`src/rtl/oven_pkg.sv`:
```
`default_nettype none
// ============================================================================
//  Module      : oven_pkg
//  Description : Shared types and constants for the oven cook timer and the
//                seven-segment decoder. It holds the cook-timer state encoding,
//                the time-storage width, and the active-low segment patterns.
//                Segment bit order is {g,f,e,d,c,b,a}, and a 0 lights the
//                segment.
//  Revision    : 1.0 - initial release
// ============================================================================
package oven_pkg;

    // Cook time is held as binary seconds. 13 bits covers 99:59 (5999 s).
    localparam int SEC_W = 13;

    typedef enum logic [1:0] {
        ST_IDLE    = 2'd0,
        ST_PREHEAT = 2'd1,
        ST_RUN     = 2'd2,
        ST_DONE    = 2'd3
    } state_t;

    localparam logic [6:0] SEG_0     = 7'b1000000;
    localparam logic [6:0] SEG_1     = 7'b1111001;
    localparam logic [6:0] SEG_2     = 7'b0100100;
    localparam logic [6:0] SEG_3     = 7'b0110000;
    localparam logic [6:0] SEG_4     = 7'b0011001;
    localparam logic [6:0] SEG_5     = 7'b0010010;
    localparam logic [6:0] SEG_6     = 7'b0000010;
    localparam logic [6:0] SEG_7     = 7'b1111000;
    localparam logic [6:0] SEG_8     = 7'b0000000;
    localparam logic [6:0] SEG_9     = 7'b0010000;
    localparam logic [6:0] SEG_BLANK = 7'b1111111;

endpackage : oven_pkg
`default_nettype wire

```
`src/rtl/oven_cook_timer_if.sv`:
```
`default_nettype none
// ============================================================================
//  Module      : oven_cook_timer_if
//  Description : Groups the user controls, the preheat flag and the display
//                and status outputs of the cook timer.
//                  master : drives the controls and observes the outputs
//                           (board glue or testbench)
//                  slave  : the cook timer itself
//                Ports:
//                  button1, button2 : active-low up/down buttons
//                  toggle_oven      : 1 = oven on
//                  toggle_set       : 0 = set mode
//                  temp_reached     : preheat complete
//                  hex3..hex0       : active-low 7-seg digits, mm:ss
//                  running, cook_done, alarm : status outputs
//  Revision    : 1.0 - initial release
// ============================================================================
interface oven_cook_timer_if;
    logic       button1;
    logic       button2;
    logic       toggle_oven;
    logic       toggle_set;
    logic       temp_reached;
    logic [6:0] hex3;
    logic [6:0] hex2;
    logic [6:0] hex1;
    logic [6:0] hex0;
    logic       running;
    logic       cook_done;
    logic       alarm;

    modport master (
        output button1, button2, toggle_oven, toggle_set, temp_reached,
        input  hex3, hex2, hex1, hex0, running, cook_done, alarm
    );

    modport slave (
        input  button1, button2, toggle_oven, toggle_set, temp_reached,
        output hex3, hex2, hex1, hex0, running, cook_done, alarm
    );
endinterface : oven_cook_timer_if
`default_nettype wire

```
`src/rtl/seg7_decode.sv`:
```
`default_nettype none
// ============================================================================
//  Module      : seg7_decode
//  Description : Converts a BCD digit to an active-low seven-segment pattern.
//                Codes above 9 show a blank digit. The temperature controller
//                shares this decoder.
//                Ports:
//                  i_digit [3:0] : BCD digit
//                  o_seg   [6:0] : active-low segments {g,f,e,d,c,b,a}
//  Revision    : 1.0 - initial release
// ============================================================================
module seg7_decode
    import oven_pkg::*;
(
    input  logic [3:0] i_digit,
    output logic [6:0] o_seg
);

    always_comb begin
        o_seg = SEG_BLANK;
        case (i_digit)
            4'd0:    o_seg = SEG_0;
            4'd1:    o_seg = SEG_1;
            4'd2:    o_seg = SEG_2;
            4'd3:    o_seg = SEG_3;
            4'd4:    o_seg = SEG_4;
            4'd5:    o_seg = SEG_5;
            4'd6:    o_seg = SEG_6;
            4'd7:    o_seg = SEG_7;
            4'd8:    o_seg = SEG_8;
            4'd9:    o_seg = SEG_9;
            default: o_seg = SEG_BLANK;
        endcase
    end

endmodule : seg7_decode
`default_nettype wire

```
`src/rtl/oven_cook_timer.sv`:
```
`default_nettype none
// ============================================================================
//  Module      : oven_cook_timer
//  Description : Cook timer stage placed after the oven temperature
//                controller. The user sets a cook time in mm:ss with two
//                active-low buttons. Countdown starts once the oven is on and
//                preheat is complete. When the count reaches zero, a blinking
//                done alarm is raised.
//                Ports:
//                  clk   : system clock
//                  rst_n : asynchronous active-low reset
//                  bus   : controls / display / status (oven_cook_timer_if)
//  Revision    : 1.0 - initial release
// ============================================================================
module oven_cook_timer
    import oven_pkg::*;
#(
    parameter int TICK_DIV    = 50_000_000,
    parameter int REPEAT_DIV  = 10_000_000,
    parameter int STEP_SEC    = 30,
    parameter int DEFAULT_SEC = 600,
    parameter int MAX_SEC     = 5999
) (
    input  logic             clk,
    input  logic             rst_n,
    oven_cook_timer_if.slave bus
);

    localparam int c_TICK_W = (TICK_DIV > 1) ? $clog2(TICK_DIV) : 1;
    localparam int c_RPT_W  = (REPEAT_DIV > 1) ? $clog2(REPEAT_DIV) : 1;

    localparam logic [c_TICK_W-1:0] c_TICK_LAST = c_TICK_W'(TICK_DIV - 1);
    localparam logic [c_RPT_W-1:0]  c_RPT_LAST  = c_RPT_W'(REPEAT_DIV - 1);

    localparam logic [SEC_W-1:0] c_STEP    = SEC_W'(STEP_SEC);
    localparam logic [SEC_W-1:0] c_MAX     = SEC_W'(MAX_SEC);
    localparam logic [SEC_W-1:0] c_INC_LIM = SEC_W'(MAX_SEC - STEP_SEC);
    localparam logic [SEC_W-1:0] c_DEFAULT = SEC_W'(DEFAULT_SEC);

    // Synchroniser bit order: {temp_reached, toggle_set, toggle_oven, button2, button1}.
    // The buttons reset to the released (high) level so that no false
    // press is seen when reset is released.
    localparam logic [4:0] c_SYNC_RST = 5'b00011;

    logic [4:0]         w_sync_in;
    logic [4:0]         r_sync1;
    logic [4:0]         r_sync2;
    logic               w_b1_s;
    logic               w_b2_s;
    logic               w_oven_s;
    logic               w_set_s;
    logic               w_temp_s;

    logic [1:0]         r_btn_prev;
    logic               w_b1_held;
    logic               w_b2_held;
    logic               w_any_held;
    logic               w_btn_fall;
    logic               w_btn_en;
    logic               w_rpt_hit;
    logic               w_step;
    logic [c_RPT_W-1:0] r_rpt_cnt;

    logic [SEC_W-1:0]   r_set_sec;
    logic [SEC_W-1:0]   w_set_nxt;
    logic [SEC_W-1:0]   r_remain_sec;

    logic [c_TICK_W-1:0] r_tick_cnt;
    logic                w_timing;
    logic                w_tick;

    state_t             r_state;
    state_t             w_state_nxt;
    logic               r_alarm;

    logic [SEC_W-1:0]   w_disp_sec;
    logic [6:0]         w_disp_min;
    logic [5:0]         w_disp_s;
    logic [3:0]         w_digit [4];
    logic [6:0]         w_seg   [4];

    // ------------------------------------------------------------------
    // Input synchronisers
    // ------------------------------------------------------------------
    assign w_sync_in = {bus.temp_reached, bus.toggle_set, bus.toggle_oven,
                        bus.button2, bus.button1};

    always_ff @(posedge clk or negedge rst_n) begin
        if (!rst_n) begin
            r_sync1 <= c_SYNC_RST;
            r_sync2 <= c_SYNC_RST;
        end else begin
            r_sync1 <= w_sync_in;
            r_sync2 <= r_sync1;
        end
    end

    assign w_b1_s   = r_sync2[0];
    assign w_b2_s   = r_sync2[1];
    assign w_oven_s = r_sync2[2];
    assign w_set_s  = r_sync2[3];
    assign w_temp_s = r_sync2[4];

    // ------------------------------------------------------------------
    // Button step / auto-repeat
    // ------------------------------------------------------------------
    assign w_b1_held  = ~w_b1_s;
    assign w_b2_held  = ~w_b2_s;
    assign w_any_held = w_b1_held | w_b2_held;
    assign w_btn_fall = (r_btn_prev[0] & w_b1_held) | (r_btn_prev[1] & w_b2_held);
    assign w_btn_en   = (r_state == ST_IDLE) && !w_set_s;
    assign w_rpt_hit  = w_any_held && (r_rpt_cnt == c_RPT_LAST);
    assign w_step     = w_btn_en && (w_btn_fall || w_rpt_hit);

    always_ff @(posedge clk or negedge rst_n) begin
        if (!rst_n) begin
            r_btn_prev <= 2'b11;
            r_rpt_cnt  <= '0;
        end else begin
            r_btn_prev <= {w_b2_s, w_b1_s};
            // Each step restarts the repeat interval. Release or leaving
            // set mode also discards any partial interval.
            if (!w_btn_en || !w_any_held || w_btn_fall || w_rpt_hit)
                r_rpt_cnt <= '0;
            else
                r_rpt_cnt <= r_rpt_cnt + 1'b1;
        end
    end

    // When both buttons are held, button1 sets the direction.
    // Both directions saturate at their limits and do not wrap.
    always_comb begin
        w_set_nxt = r_set_sec;
        if (w_step) begin
            if (w_b1_held)
                w_set_nxt = (r_set_sec >= c_INC_LIM) ? c_MAX : r_set_sec + c_STEP;
            else
                w_set_nxt = (r_set_sec <= c_STEP) ? '0 : r_set_sec - c_STEP;
        end
    end

    always_ff @(posedge clk or negedge rst_n) begin
        if (!rst_n)
            r_set_sec <= c_DEFAULT;
        else
            r_set_sec <= w_set_nxt;
    end

    // ------------------------------------------------------------------
    // Tick prescaler. It is held at zero outside RUN/DONE, so the first
    // decrement comes a full TICK_DIV cycles after RUN is entered.
    // ------------------------------------------------------------------
    assign w_timing = (r_state == ST_RUN) || (r_state == ST_DONE);
    assign w_tick   = w_timing && (r_tick_cnt == c_TICK_LAST);

    always_ff @(posedge clk or negedge rst_n) begin
        if (!rst_n)
            r_tick_cnt <= '0;
        else if (!w_timing || w_tick)
            r_tick_cnt <= '0;
        else
            r_tick_cnt <= r_tick_cnt + 1'b1;
    end

    // ------------------------------------------------------------------
    // Cook FSM
    // ------------------------------------------------------------------
    always_ff @(posedge clk or negedge rst_n) begin
        if (!rst_n)
            r_state <= ST_IDLE;
        else
            r_state <= w_state_nxt;
    end

    // IDLE checks the next set time rather than the current one. This stops
    // a same-cycle decrement to zero from starting a zero-length cook.
    always_comb begin
        w_state_nxt = r_state;
        if (!w_oven_s) begin
            w_state_nxt = ST_IDLE;
        end else begin
            case (r_state)
                ST_IDLE:    if (w_set_nxt != '0) w_state_nxt = ST_PREHEAT;
                ST_PREHEAT: if (w_temp_s) w_state_nxt = ST_RUN;
                ST_RUN:     if (w_tick && (r_remain_sec == SEC_W'(1))) w_state_nxt = ST_DONE;
                ST_DONE:    w_state_nxt = ST_DONE;
                default:    w_state_nxt = ST_IDLE;
            endcase
        end
    end

    // Turning the oven off takes priority over a tick in the same cycle.
    // The remaining time reloads from the set time.
    always_ff @(posedge clk or negedge rst_n) begin
        if (!rst_n) begin
            r_remain_sec <= c_DEFAULT;
            r_alarm      <= 1'b0;
        end else begin
            if ((r_state == ST_IDLE) || !w_oven_s)
                r_remain_sec <= w_set_nxt;
            else if ((r_state == ST_RUN) && w_tick)
                r_remain_sec <= r_remain_sec - 1'b1;

            if (!w_oven_s)
                r_alarm <= 1'b0;
            else if ((r_state == ST_RUN) && (w_state_nxt == ST_DONE))
                r_alarm <= 1'b1;
            else if ((r_state == ST_DONE) && w_tick)
                r_alarm <= ~r_alarm;
            else if (r_state != ST_DONE)
                r_alarm <= 1'b0;
        end
    end

    assign bus.running   = (r_state == ST_RUN);
    assign bus.cook_done = (r_state == ST_DONE);
    assign bus.alarm     = r_alarm;

    // ------------------------------------------------------------------
    // Display: select the source, split it into mm:ss, then decode
    // ------------------------------------------------------------------
    always_comb begin
        w_disp_sec = r_remain_sec;
        if (r_state == ST_IDLE)
            w_disp_sec = r_set_sec;
        else if (r_state == ST_DONE)
            w_disp_sec = '0;
    end

    assign w_disp_min = 7'(w_disp_sec / SEC_W'(60));
    assign w_disp_s   = 6'(w_disp_sec % SEC_W'(60));
    assign w_digit[3] = 4'(w_disp_min / 7'd10);
    assign w_digit[2] = 4'(w_disp_min % 7'd10);
    assign w_digit[1] = 4'(w_disp_s / 6'd10);
    assign w_digit[0] = 4'(w_disp_s % 6'd10);

    generate
        for (genvar gi = 0; gi < 4; gi++) begin : g_digit
            seg7_decode u_dec (
                .i_digit (w_digit[gi]),
                .o_seg   (w_seg[gi])
            );
        end
    endgenerate

    assign bus.hex3 = w_seg[3];
    assign bus.hex2 = w_seg[2];
    assign bus.hex1 = w_seg[1];
    assign bus.hex0 = w_seg[0];

endmodule : oven_cook_timer
`default_nettype wire
```
`src/flat_wrapper.sv`:
```
// flat-port wrapper written by rule: the top's interface ports become plain ports
module oven_cook_timer_flat import oven_pkg::*;
#(
    parameter int TICK_DIV    = 50_000_000,
    parameter int REPEAT_DIV  = 10_000_000,
    parameter int STEP_SEC    = 30,
    parameter int DEFAULT_SEC = 600,
    parameter int MAX_SEC     = 5999
)
  (clk, rst_n, bus_button1, bus_button2, bus_toggle_oven, bus_toggle_set, bus_temp_reached, bus_hex3, bus_hex2, bus_hex1, bus_hex0, bus_running, bus_cook_done, bus_alarm);
  oven_cook_timer_if bus_i ();
  input  logic clk;
  input  logic rst_n;
  input wire logic [$bits(bus_i.button1)-1:0] bus_button1;
  input wire logic [$bits(bus_i.button2)-1:0] bus_button2;
  input wire logic [$bits(bus_i.toggle_oven)-1:0] bus_toggle_oven;
  input wire logic [$bits(bus_i.toggle_set)-1:0] bus_toggle_set;
  input wire logic [$bits(bus_i.temp_reached)-1:0] bus_temp_reached;
  output wire logic [$bits(bus_i.hex3)-1:0] bus_hex3;
  output wire logic [$bits(bus_i.hex2)-1:0] bus_hex2;
  output wire logic [$bits(bus_i.hex1)-1:0] bus_hex1;
  output wire logic [$bits(bus_i.hex0)-1:0] bus_hex0;
  output wire logic [$bits(bus_i.running)-1:0] bus_running;
  output wire logic [$bits(bus_i.cook_done)-1:0] bus_cook_done;
  output wire logic [$bits(bus_i.alarm)-1:0] bus_alarm;
  assign bus_i.button1 = bus_button1;
  assign bus_i.button2 = bus_button2;
  assign bus_i.toggle_oven = bus_toggle_oven;
  assign bus_i.toggle_set = bus_toggle_set;
  assign bus_i.temp_reached = bus_temp_reached;
  assign bus_hex3 = bus_i.hex3;
  assign bus_hex2 = bus_i.hex2;
  assign bus_hex1 = bus_i.hex1;
  assign bus_hex0 = bus_i.hex0;
  assign bus_running = bus_i.running;
  assign bus_cook_done = bus_i.cook_done;
  assign bus_alarm = bus_i.alarm;
  oven_cook_timer #(.TICK_DIV(TICK_DIV), .REPEAT_DIV(REPEAT_DIV), .STEP_SEC(STEP_SEC), .DEFAULT_SEC(DEFAULT_SEC), .MAX_SEC(MAX_SEC)) u_core (.clk(clk), .rst_n(rst_n), .bus(bus_i));
endmodule
```
`config.mk`:
```
export PLATFORM = sky130hd
export DESIGN_NAME = oven_cook_timer_flat
export DESIGN_NICKNAME = d
export VERILOG_FILES = /design/src/rtl/oven_pkg.sv /design/src/rtl/oven_cook_timer_if.sv /design/src/rtl/seg7_decode.sv /design/src/rtl/oven_cook_timer.sv /design/src/flat_wrapper.sv
export SDC_FILE = /design/constraint.sdc
export NUM_CORES = 1
export LEC_CHECK = 0
export ABC_AREA = 1
export CORE_MARGIN = 2
export CORE_UTILIZATION = 44
export DETAILED_ROUTE_END_ITERATION = 12
export HOLD_SLACK_MARGIN = 0.05
export PLACE_DENSITY = 0.61
export SETUP_SLACK_MARGIN = 0.2
export SLEW_MARGIN = 5
export SYNTH_ARGS = -nofsm -noshare
export SYNTH_HDL_FRONTEND = slang
export SYNTH_SLANG_ARGS = --single-unit
```
`constraint.sdc`:
```
create_clock -name clk -period 8.1 [get_ports clk]
set_input_delay 1.62 -clock clk [delete_from_list [all_inputs] [get_ports clk]]
set_output_delay 1.62 -clock clk [all_outputs]
set_load 0.01 [all_outputs]
```
==> out/metrics.sh <==
OUTCOME='completed'
LAYOUT-AREA-OVERHEAD-VS-SYNTH_PCT=33.25
PLACEMENT.IO_BUFFERS=37
ROUTED_WIRE_LENGTH_PER_INSTANCE_UM=13.33
GRT_PASS1_WL_UM=28990
GP_CONGESTION=0.8619
ANTENNA-DIODE-COUNT=0
ANTENNA_VIOLATIONS_BEFORE_REPAIR=0
SYNTH_EDF_COUNT=0
SYNTH_REGISTER_BITS=91
VIAS_PER_CELL=5.136
CLKSINKCOUNT=91
POST_SYNTHESIS_XOR_XNOR_AREA_FRACTION_PCT=2.302
AREA_USED_BY_MULTI_INPUT_COMBINATIONAL_LOGIC_MM2=0.005109
VIAS_IN_THE_FIRST_GLOBAL_ROUTE=6587
GLOBALROUTEOVERFLOWTOTAL=0
MOST_COMMON_CELL_AFTER_LAYOUT_FILL_AND_TAPS_ASIDE='sky130_fd_sc_hd__nand2_1'
TOTAL_NUMBER_OF_VIAS=7087
SYNTH.CELL_AREA_MM2=0.007229
DOMINANT_COMBINATIONAL_CELL_FAMILY_BY_AREA_AFTER_SYNTHESIS='simple AND/OR/NAND/NOR gates'
DIE-WIDTH_UM=132.2
NUMCTSBUFFERS=9
HOLD_PATH_CLASS='reg -> reg'
TIMING.FINAL.CRIT_PERIOD_NS=8.021
FINAL_LAYOUT_SIZE_SUFFIX_GT1_SHARE_PCT=31.01
FMAXACHIEVABLE_MHz=124.7
TRITONCTS='done'
CRITICAL_PATH.MOST_COMMON_CELL='sky130_fd_sc_hd__nand2_4'
FINALHOLDVIOLCOUNT=0
H-TREE-DEPTH=3
WORSTPATHARRIVAL_NS=6.40
INITIAL_CORE_UTIL_PCT=45.18
YOSYS_WARNINGS=0
FINISH.NET_COUNT=1200
SYNTH_FF_TYPE='sky130_fd_sc_hd__dfrtp_1'
HOLD_BUFFERS=0
SETUP_TNS_NS=0
SYNTH-ADDER-AREA-SHARE_PCT=5.884
FF2FF_PATH_DEPTH=14
PATH_CLASS='reg -> out'
SYNTH-SIMPLE-AREA-SHARE_PCT=37.00
FIN_WORST_SKEW_NS=0.005889
POST_SYNTHESIS_COMPOUND_GATE_AREA_FRACTION_PCT=13.46
SYNTH_SEQUENTIAL_AREA_RATIO_PCT=31.74
SYNTHDISTINCTLIBCELLS=53
SYN_NETS=1075
IO-PIN-COUNT=38
NFILLCELLS=1490
GRT_MAX_DEGREE=51
DPL-INSTANCE-AREA_MM2=0.008009
SLEW_HEADROOM_PCT=39.44
SYN_AVG_CELL_AREA_UM2=6.992
SETUP_VIOL=0
CLK_PIN_SLEW_WORST_PATHS_NS=0.06
FINAL_MIN_PERIOD_OVER_CLOCK_PERIOD_PCT=99.03
ASYNCSETRESETFLOPFRACSYNTH_PCT=100.0
CTSLONGESTPATHBUFFERS=2
CRITICAL_PATH_START_TYPE='flip-flop'
CHIPHEIGHT_UM=132.2
CRIT_SLOWEST_CELL='sky130_fd_sc_hd__dfrtp_2'
SYN_INST=1034
DRT_PASS1_ITERATIONS=5
CP-END-KIND='output pin'
DP_HPWL_UM=12500
MOST-COMMON-LAYOUT-CELLS='sky130_fd_sc_hd__nand2_1 (165), sky130_fd_sc_hd__inv_1 (144), sky130_fd_sc_hd__nor2_1 (104)'
ROUTE.FINAL.WIRE_LENGTH_UM=18390
TIMING.HOLD.WORST_PATH_DEPTH=0
CLOCKROOTBUFFER='sky130_fd_sc_hd__clkbuf_16'
MAX_STAGE_DELAY_NS=0.45
GR-USAGE-ALL-LAYERS_PCT=19.47
REGAREA_MM2=0.002297
PROPORTION_OF_SYNTHESIZED_AREA_IN_MUX_CELLS_PCT=0.1558
WORST_SKEW_PAIR.LATE_LATENCY_NS=0.34
FP_ROWS=46
COREAREA_MM2=0.01600
TIMING.HOLD.WS_NS=0.3520
DRT-INITIAL-DRC-COUNT=412
CP_MAX_FO=5
DATA_REQUIRED_TIME_AT_THE_WORST_ENDPOINT_NS=6.48
RSZ0062_AT_GRT='yes'
SLEW_VIOLATIONS=0
CAP_VIOL_MAX_COUNT=0
DIE_AREA_MM2=0.01747
WORST_PIN_SLEW_NS=0.9051
DRC=0
FINAL_DESIGN_AREA_NO_FILL_MM2=0.009633
ANTENNA_LEFT=0
-- critical path: cells and delay by family, from the launching register on --
| kind | cells | cell delay, ns |
|---|---|---|
| AO/OA/AOI/OAI | 2 | 0.33 |
| adder cells (fa/ha/maj) | 3 | 0.43 |
| flip-flops | 1 | 0.45 |
| buffers and inverters | 10 | 0.87 |
| AND/OR/NAND/NOR | 44 | 3.95 |
-- final timing paths --
check,startpoint,end,slack [ns]
worst min-delay path,u_core.r_sync1[2],u_core.r_sync2[2],0.35
worst min register to register,u_core.r_sync1[2],u_core.r_sync2[2],0.35
min in group asynchronous,rst_n,u_core.r_tick_cnt[14],1.24
worst max register to register,u_core.r_rpt_cnt[17],u_core.bus.alarm,3.64
max in group asynchronous,rst_n,u_core.r_state[1],5.83
worst max-delay path,u_core.r_state[0],bus_hex2[0],0.08
-- routing by layer --
metal  up-vias  global-route usage (%)  wire [um]
li1       3629                       -          -
met1      3323                   25.71       8434
met2       110                   33.33       9184
met3        25                   2.653        481
met4         0                   5.735        293
met5         -                       0          0
-- cells by family (layout without fill, tap and decap cells) --
logic type / after synthesis / count (layout)
buf+inv: 181 / 311
flops: 91 / 91
compound gates: 156 / 156
simple gates: 552 / 552
xor+xnor: 19 / 19
mux: 1 / 1
fa+ha+maj: 34 / 34
-- state kept, by name (all words and copies together) (netlist names), 2 cells and up --
signal,count
u_core.r_btn_prev,2
u_core.r_remain_sec,13
u_core.r_rpt_cnt,24
u_core.r_set_sec,13
u_core.r_state,2
u_core.r_sync1,5
u_core.r_sync2,5
u_core.r_tick_cnt,26
-- area by class of cell --
cell class              count  area share [%]
clock buffers               9           2.338
clock inverters             7          0.9482
inverters                 171           7.001
multi-input cells         762           53.03
flip-flops and latches     91           23.85
well taps                 216           2.806
repair buffers            124           10.03
-- through the flow --
stage | instances | setup slack, ns | util [%]
6_report | 1380 | 0.07880 | 60.20
5_1_grt | 1380 | -0.3302 | 60.20
4_1_cts | 1348 | 0.1137 | 54.69
3_5_place_dp | 1301 | -0.1774 | 50.05
3_3_place_gp | 1301 | -0.00002087 | 50.05
2_1_floorplan | 1034 | 0.6193 | -
-- Yosys cell counts, types with 10 or more instances --
cell,n,area share [%]
sky130_fd_sc_hd__nand2_4,12,1.9
sky130_fd_sc_hd__nor2_1,107,5.6
sky130_fd_sc_hd__inv_2,13,0.68
sky130_fd_sc_hd__o21ai_0,48,3.3
sky130_fd_sc_hd__ha_1,34,5.9
sky130_fd_sc_hd__o22ai_1,10,0.87
sky130_fd_sc_hd__dfrtp_1,77,27
sky130_fd_sc_hd__inv_1,156,8.1
sky130_fd_sc_hd__a21oi_1,48,3.3
sky130_fd_sc_hd__nand2_2,39,3.4
sky130_fd_sc_hd__nand2_1,213,11
sky130_fd_sc_hd__dfstp_2,14,5.1
sky130_fd_sc_hd__xor2_1,18,2.2
sky130_fd_sc_hd__nand3_1,73,5.1
sky130_fd_sc_hd__nand4_1,16,1.4
sky130_fd_sc_hd__nor3_1,40,2.8
-- timing repair --
| action | in CTS | in global routing |
|---|---|---|
| endpoints found under the hold margin | 0 | 0 |
| pin swaps | 36 | 91 |
| setup buffers | 31 | 32 |
| setup endpoints to repair | 28 | 28 |
| resized for setup | 101 | 230 |
Power is not shown: default switching activity piles up to over one toggle a cycle in this logic, so the estimate is an artifact.
